<file path="src/rtl/laser_mode_sequencer.sv">
// Two-colour laser mode sequencer: short press cycles OFF->A->B->ALT, long press forces OFF.
// Optional build macro FRAME_SYNC_EN: ALT-mode laser phases end on a frame_sync pulse instead of a count.
module laser_mode_sequencer #(
  parameter int LONG_CYCLES = 50000000,
  parameter int ALT_CYCLES  = 500000,
  parameter int DEAD_CYCLES = 1000
) (
  input  logic       clk,
  input  logic       rst_n,
  input  logic       pb_state,
  input  logic       pb_down,
  input  logic       pb_up,
`ifdef FRAME_SYNC_EN
  input  logic       frame_sync,
`endif
  output logic [1:0] mode,
  output logic       laser_a_en,
  output logic       laser_b_en,
  output logic       long_press
);

  localparam int HOLD_W = $clog2(LONG_CYCLES);
  localparam int PH_MAX = (ALT_CYCLES > DEAD_CYCLES) ? ALT_CYCLES : DEAD_CYCLES;
  localparam int PH_W   = (PH_MAX > 1) ? $clog2(PH_MAX) : 1;

  localparam logic [HOLD_W-1:0] HOLD_LAST = HOLD_W'(LONG_CYCLES - 1);
  localparam logic [PH_W-1:0]   ALT_LAST  = PH_W'(ALT_CYCLES - 1);
  localparam logic [PH_W-1:0]   DEAD_LAST = PH_W'(DEAD_CYCLES - 1);

  localparam logic [1:0] ST_IDLE      = 2'd0;
  localparam logic [1:0] ST_PRESSED   = 2'd1;
  localparam logic [1:0] ST_LONG_HELD = 2'd2;

  localparam logic [1:0] PH_A    = 2'd0;
  localparam logic [1:0] DEAD_AB = 2'd1;
  localparam logic [1:0] PH_B    = 2'd2;
  localparam logic [1:0] DEAD_BA = 2'd3;

  localparam logic [1:0] MODE_OFF = 2'd0;
  localparam logic [1:0] MODE_A   = 2'd1;
  localparam logic [1:0] MODE_B   = 2'd2;
  localparam logic [1:0] MODE_ALT = 2'd3;

  logic [1:0]        press_st;
  logic [HOLD_W-1:0] hold_cnt;
  logic [1:0]        phase;
  logic [PH_W-1:0]   ph_cnt;
  logic              ph_done;

  // Press classification: release before the terminal count is a short press.
  always_ff @(posedge clk or negedge rst_n) begin
    if (!rst_n) begin
      press_st   <= ST_IDLE;
      hold_cnt   <= '0;
      mode       <= MODE_OFF;
      long_press <= 1'b0;
    end else begin
      long_press <= 1'b0;
      case (press_st)
        ST_IDLE: begin
          if (pb_down) begin
            press_st <= ST_PRESSED;
            hold_cnt <= '0;
          end
        end
        ST_PRESSED: begin
          hold_cnt <= hold_cnt + HOLD_W'(1);
          if (pb_up) begin
            mode     <= mode + 2'd1;
            press_st <= ST_IDLE;
          end else if (!pb_state) begin
            press_st <= ST_IDLE;
          end else if (hold_cnt == HOLD_LAST) begin
            mode       <= MODE_OFF;
            long_press <= 1'b1;
            press_st   <= ST_LONG_HELD;
          end
        end
        ST_LONG_HELD: begin
          if (pb_up || !pb_state) press_st <= ST_IDLE;
        end
        default: press_st <= ST_IDLE;
      endcase
    end
  end

  always_comb begin
    ph_done = 1'b0;
    case (phase)
`ifdef FRAME_SYNC_EN
      PH_A, PH_B: ph_done = frame_sync;
`else
      PH_A, PH_B: ph_done = (ph_cnt == ALT_LAST);
`endif
      DEAD_AB, DEAD_BA: ph_done = (ph_cnt == DEAD_LAST);
      default: ph_done = 1'b1;
    endcase
  end

  // Phase sequencer idles at PH_A so every ALT entry begins with laser A.
  always_ff @(posedge clk or negedge rst_n) begin
    if (!rst_n) begin
      phase  <= PH_A;
      ph_cnt <= '0;
    end else if (mode != MODE_ALT) begin
      phase  <= PH_A;
      ph_cnt <= '0;
    end else if (ph_done) begin
      phase  <= phase + 2'd1;
      ph_cnt <= '0;
    end else begin
      ph_cnt <= ph_cnt + PH_W'(1);
    end
  end

  // Both enables decode from one registered mode/phase pair, so they can never overlap.
  always_ff @(posedge clk or negedge rst_n) begin
    if (!rst_n) begin
      laser_a_en <= 1'b0;
      laser_b_en <= 1'b0;
    end else begin
      case (mode)
        MODE_A: begin
          laser_a_en <= 1'b1;
          laser_b_en <= 1'b0;
        end
        MODE_B: begin
          laser_a_en <= 1'b0;
          laser_b_en <= 1'b1;
        end
        MODE_ALT: begin
          laser_a_en <= (phase == PH_A);
          laser_b_en <= (phase == PH_B);
        end
        default: begin
          laser_a_en <= 1'b0;
          laser_b_en <= 1'b0;
        end
      endcase
    end
  end

endmodule

</file>
<file path="config.mk">
export PLATFORM = sky130hd
export DESIGN_NAME = laser_mode_sequencer
export DESIGN_NICKNAME = d
export VERILOG_FILES = /design/src/rtl/laser_mode_sequencer.sv
export SDC_FILE = /design/constraint.sdc
export NUM_CORES = 1
export LEC_CHECK = 0
export CORE_MARGIN = 8
export CORE_UTILIZATION = 61
export DETAILED_ROUTE_END_ITERATION = 12
export PLACE_DENSITY = 0.83
export SYNTH_ARGS = -nofsm -noshare
export SYNTH_HDL_FRONTEND = slang
export SYNTH_SLANG_ARGS = --single-unit
</file>
<file path="constraint.sdc">
create_clock -name clk -period 2.41 [get_ports clk]
set_input_delay 0.3615 -clock clk [delete_from_list [all_inputs] [get_ports clk]]
set_output_delay 0.3615 -clock clk [all_outputs]
set_load 0.1 [all_outputs]
</file>
=== Word level (Yosys, flattened, before mapping) ===
Cells that the tools add are included.

* Flip-flop bits (word level): 54
* Output and inout bits: 5
* Word-level logic and storage cells: 62

* Muxes and demuxes: 22
* Reduce and logical (&&, ||, !) cells: 13
* Eq/ne operators: 15
* Add/sub/neg operators: 4

{| class="wikitable"
|+ Operators with widths
! operator !! count
|-
| 26-bit case mux with 2 select lines || 1
|-
| 19-bit 2-to-1 mux || 2
|-
| 26-bit by 1-bit adder with 26-bit output (second input constant) || 1
|-
| 26-bit equality test (second input constant) || 1
|-
| 26-bit 2-to-1 mux || 1
|-
| 2-bit 2-to-1 mux || 10
|-
| 19-bit by 1-bit adder with 19-bit output (second input constant) || 1
|-
| 19-bit by 10-bit equality test with 1-bit output (second input constant) || 1
|-
| 19-bit equality test (second input constant) || 1
|-
| 2-bit equality test (second input constant) || 5
|-
| 2-bit nonzero test || 4
|-
| 2-bit by 1-bit equality test with 1-bit output (second input constant) || 3
|-
| 2-bit != test (second input constant) || 3
|-
| 1-bit case mux with 2 select lines || 3
|-
| 2-bit case mux with 3 select lines || 1
|-
| 3-bit AND reduction || 2
|-
| 2-bit by 1-bit adder with 2-bit output (second input constant) || 2
|-
| 2-bit zero test || 2
|-
| 1-bit 2-to-1 mux || 4
|-
| 4-bit != test (second input constant) || 1
|-
| 2-bit OR reduction || 2
|-
| 2-bit AND reduction || 1
|-
| 1-bit zero test || 1
|-
| 1-bit logical OR || 1
|}

=== Depth between registers and ports, before layout ===
* Depth in word-level cells: 5
* Depth in mapped cells: 7
* Depth with buffers taken out: 6

=== Least setup slack after synthesis ===
Ideal clock, no wire load.

* Kind: reg2reg
* Start point: reg phase[0]
* End point: reg ph_cnt[11]
* Slack: 0.401 ns
* Cell stages (with the launch flop): 6
* Path buffers: 1
* Arrival time: 1.891 ns
* Data required time: 2.291 ns
* Cells stage by stage: dfrtp_1 > or4_1 > a2bb2oi_2 > o41ai_4 > buf_6 > nor2_1

* Longest elaborated chain between the ends: 5
* Elaborated cells on any way between the ends: 9

{| class="wikitable"
|+ Ends and longest elaborated chain
! what !! RTL line !! RTL
|-
| start, declared || 46 || <nowiki>logic [1:0] phase;</nowiki>
|-
| start signal, assigned || 109 || <nowiki>phase <= phase + 2'd1;</nowiki>
|-
| 2-bit by 1-bit equality test with 1-bit output (tied with other cells) || 89 || <nowiki>case (phase)</nowiki>
|-
| 2-bit OR reduction || 89 ||
|-
| 1-bit case mux with 2 select lines (*) || 89 ||
|-
| 19-bit 2-to-1 mux (*) || 108 || <nowiki>end else if (ph_done) begin</nowiki>
|-
| 19-bit 2-to-1 mux (*) || 105 || <nowiki>end else if (mode != MODE_ALT) begin</nowiki>
|-
| end signal, assigned || 112 || <nowiki>ph_cnt <= ph_cnt + PH_W'(1);</nowiki>
|-
| end, declared || 47 || <nowiki>logic [PH_W-1:0] ph_cnt;</nowiki>
|}

Mark *: on every way between the ends. The rest lies on a longest branch, timed or not.
A chain may end at the register's enable or synchronous reset.

=== Worst setup path in the final report ===
* Start point: reg phase[0]
* End point: reg ph_cnt[9]

The elaborated chain is that of the path after synthesis.

==> results.json <==
{
  "run_status": "finished, final reports clean",
  "synthArstFlopShare": 1.00,
  "synth_seq_cells": 54,
  "max_stage_delay_ps": 590,
  "ys.flop_type": "dfrtp_1",
  "startpoint_type": "flop",
  "synthTopCellsByCount": "dfrtp_1, nand2_1, nor2_1, nand3_1, mux2i_1",
  "hp-class": "primary input to asynchronous set/reset pin",
  "cts.clk_slew.worst_paths_ps": 100,
  "finalWirelength_um": 5570,
  "cts_tree": "done",
  "synth_edf_count": 0,
  "syn_area_per_cell_sq_um": 9.65,
  "wl_per_cell_um": 15.1,
  "cpMaxStageDelayCell": "or4_1",
  "cts_buffers": 5,
  "drcViolationCount": 0,
  "worstMarginPinSlew_ps": 572,
  "grt_first_pass_wirelength_um": 9670,
  "crit_family": "compound AO/OA/AOI/OAI gates",
  "worstPathRequired_ps": 2620,
  "h-tree-depth": 2,
  "num-nets-final": 328,
  "synth_top_area_frac": 0.470,
  "yosysMostFrequentCell": "dfrtp_1",
  "globalplace.congestion": 0.835,
  "cp_cell_sequence": "or4_1, a2bb2oi_2, o41ai_4, buf_4, nor2_1",
  "dr.pass1.iters": 4,
  "p_int_uw": 1400,
  "cts_setup_buffers": 0,
  "via_count": 2270,
  "setup.worst_path.end_class": "flop",
  "cts-root-buf": "clkbuf_8",
  "p_seq_frac": 0.481,
  "netSwitchingFraction": 0.338,
  "cts_resized": 0,
  "p_leak_uw": 0.00140,
  "io_buffer_count": 9,
  "clockBufferDepth": 2,
  "via_per_inst": 6.15,
  "seq_area_frac_synth": 0.470,
  "crit_path_max_fanout": 8,
  "hold_violations": 0,
  "crit_type": "flop to flop",
  "drtIter0Drc": 77,
  "relSlewSlack": 0.615,
  "synthCells": 298,
  "tns_ps": 0,
  "synth.area.top_cells": "dfrtp_1, mux2i_1, nand2_1",
  "start_util": 0.621,
  "cellPowerDensity_nw_per_um2": 670,
  "fin_skew_ps": 10.7,
  "die_x_um": 84.7,
  "p_switching_uw": 715,
  "place_ws_ps": 287,
  "pwr-share-comb": 0.231,
  "drive_above_1_share": 0.105,
  "timing.fmax_mhz": 464,
  "crit_arrival_ps": 2360,
  "rsz0062_at_grt": "no",
  "coreArea_sq_um": 4630,
  "hpwlAfterDp_um": 4030,
  "finalSetupViolations": 0,
  "slew_viol_final": 0,
  "power_frac_clock": 0.288,
  "peakVddDrop_uv": 617,
  "grt-ovfl-total": 0,
  "rows": 25,
  "syn-cell-area_sq_um": 2880,
  "num_io_pins": 10,
  "critPathBufInv": 1,
  "yosysWarnings": 0,
  "synth_cell_type_count": 44,
  "dieArea_sq_um": 7170,
  "fin_crit_sh": 0.895,
  "fin_crit_ps": 2160,
  "synth_nets": 312,
  "cts_sinks": 54,
  "synth_area_leader_cell": "dfrtp_1",
  "ant_nets": 0,
  "first_global_vias": 2191,
  "area_growth_pct": 9.92,
  "antenna_found_initial": 0,
  "fp.dieH_um": 84.7,
  "setup_slack_ps": 254,
  "grt_max_degree": 30,
  "drv_cap": 0,
  "grt_use_total": 0.166,
  "hold_buffers": 0,
  "antenna_cells": 0,
  "worstSkewPairLatency_ps": 320
}
path summary, 6_finish.rpt:
check / start / depth (start not counted) / to / slack (ps)
max in group asynchronous: rst_n / 2 / hold_cnt[16] / 1820
min reg2reg: ph_cnt[0] / 1 / ph_cnt[0] / 460
max: phase[0] / 5 / ph_cnt[9] / 250
min: rst_n / 1 / ph_cnt[15] / 30
min in group clk: ph_cnt[0] / 1 / ph_cnt[0] / 460
max reg2reg: phase[0] / 5 / ph_cnt[9] / 250
final cells by class:
type / instances / area [sq um]
tap: 54 / 67.6
fill: 352 / 1470
clock buffer: 6 / 72.6
multi-input combinational: 227 / 1450
clock inverter: 2 / 37.5
inverter: 9 / 33.8
timing repair buffer: 17 / 145
sequential: 54 / 1350
power by group through the flow:
| stage | clock (uW) | combinational, uW | sequential [uW] |
|---|---|---|---|
| 3_3_place_gp | 0 | 483 | 1040 |
| 3_5_place_dp | 0 | 495 | 1040 |
| 5_1_grt | 657 | 524 | 1030 |
| 6_report | 610 | 490 | 1020 |
| 2_1_floorplan | 0 | 163 | 1240 |
| 4_1_cts | 621 | 495 | 1020 |
metrics by stage:
stage,cells,area (sq um),hold slack (ps),power (uW),utilization
global placement,361,3050,394,1520,0.659
CTS,369,3160,56.0,2130,0.683
floorplan,298,2880,65.9,1400,-
global route,369,3160,83.0,2210,0.683
finish,369,3160,32.8,2120,0.683
detailed placement,361,3050,401,1530,0.659
registers in the layout, summed over array words and instances (netlist names):
| signal | cells |
|---|---|
| long_press | 1 |
| laser_a_en | 1 |
| hold_cnt | 26 |
| phase | 2 |
| laser_b_en | 1 |
| press_st | 2 |
| ph_cnt | 19 |
| mode | 2 |
logic make-up after synthesis:
group | count (synthesis) | share of synthesized area
AOI/OAI and AO/OA | 38 | 0.0927
xor gates and xnor gates | 11 | 0.0335
adders and majority gates | 9 | 0.0392
buffers and inverters | 17 | 0.0248
DFF | 54 | 0.470
muxes | 20 | 0.0696
and+or+nand+nor | 149 | 0.270
per-layer routing:
metal  part of all wire  global-route usage
met5                  0                   0
met4              0.024              0.0744
met1               0.43               0.192
met2               0.50               0.281
met3              0.043              0.0439
layout by cell type (no fill, tap or decap), types with 2 or more instances in the layout:
master	count
and4_1	3
xnor2_1	4
dfrtp_1	54
o31ai_1	6
or4_1	5
mux2i_1	20
buf_4	12
nor2b_1	2
a21oi_1	9
o21a_1	2
or2_2	2
o21ai_0	11
nor2_1	24
nand2_1	43
clkdlybuf4s50_1	3
clkbuf_8	5
nand4_1	14
o211ai_1	2
nor4_1	6
nor4b_1	2
nor3_1	5
and3_1	6
a21o_1	2
nand3_1	23
inv_1	9
xor2_1	7
or3_1	3
ha_1	9
Note: power is estimated with default switching activity, not from simulation.
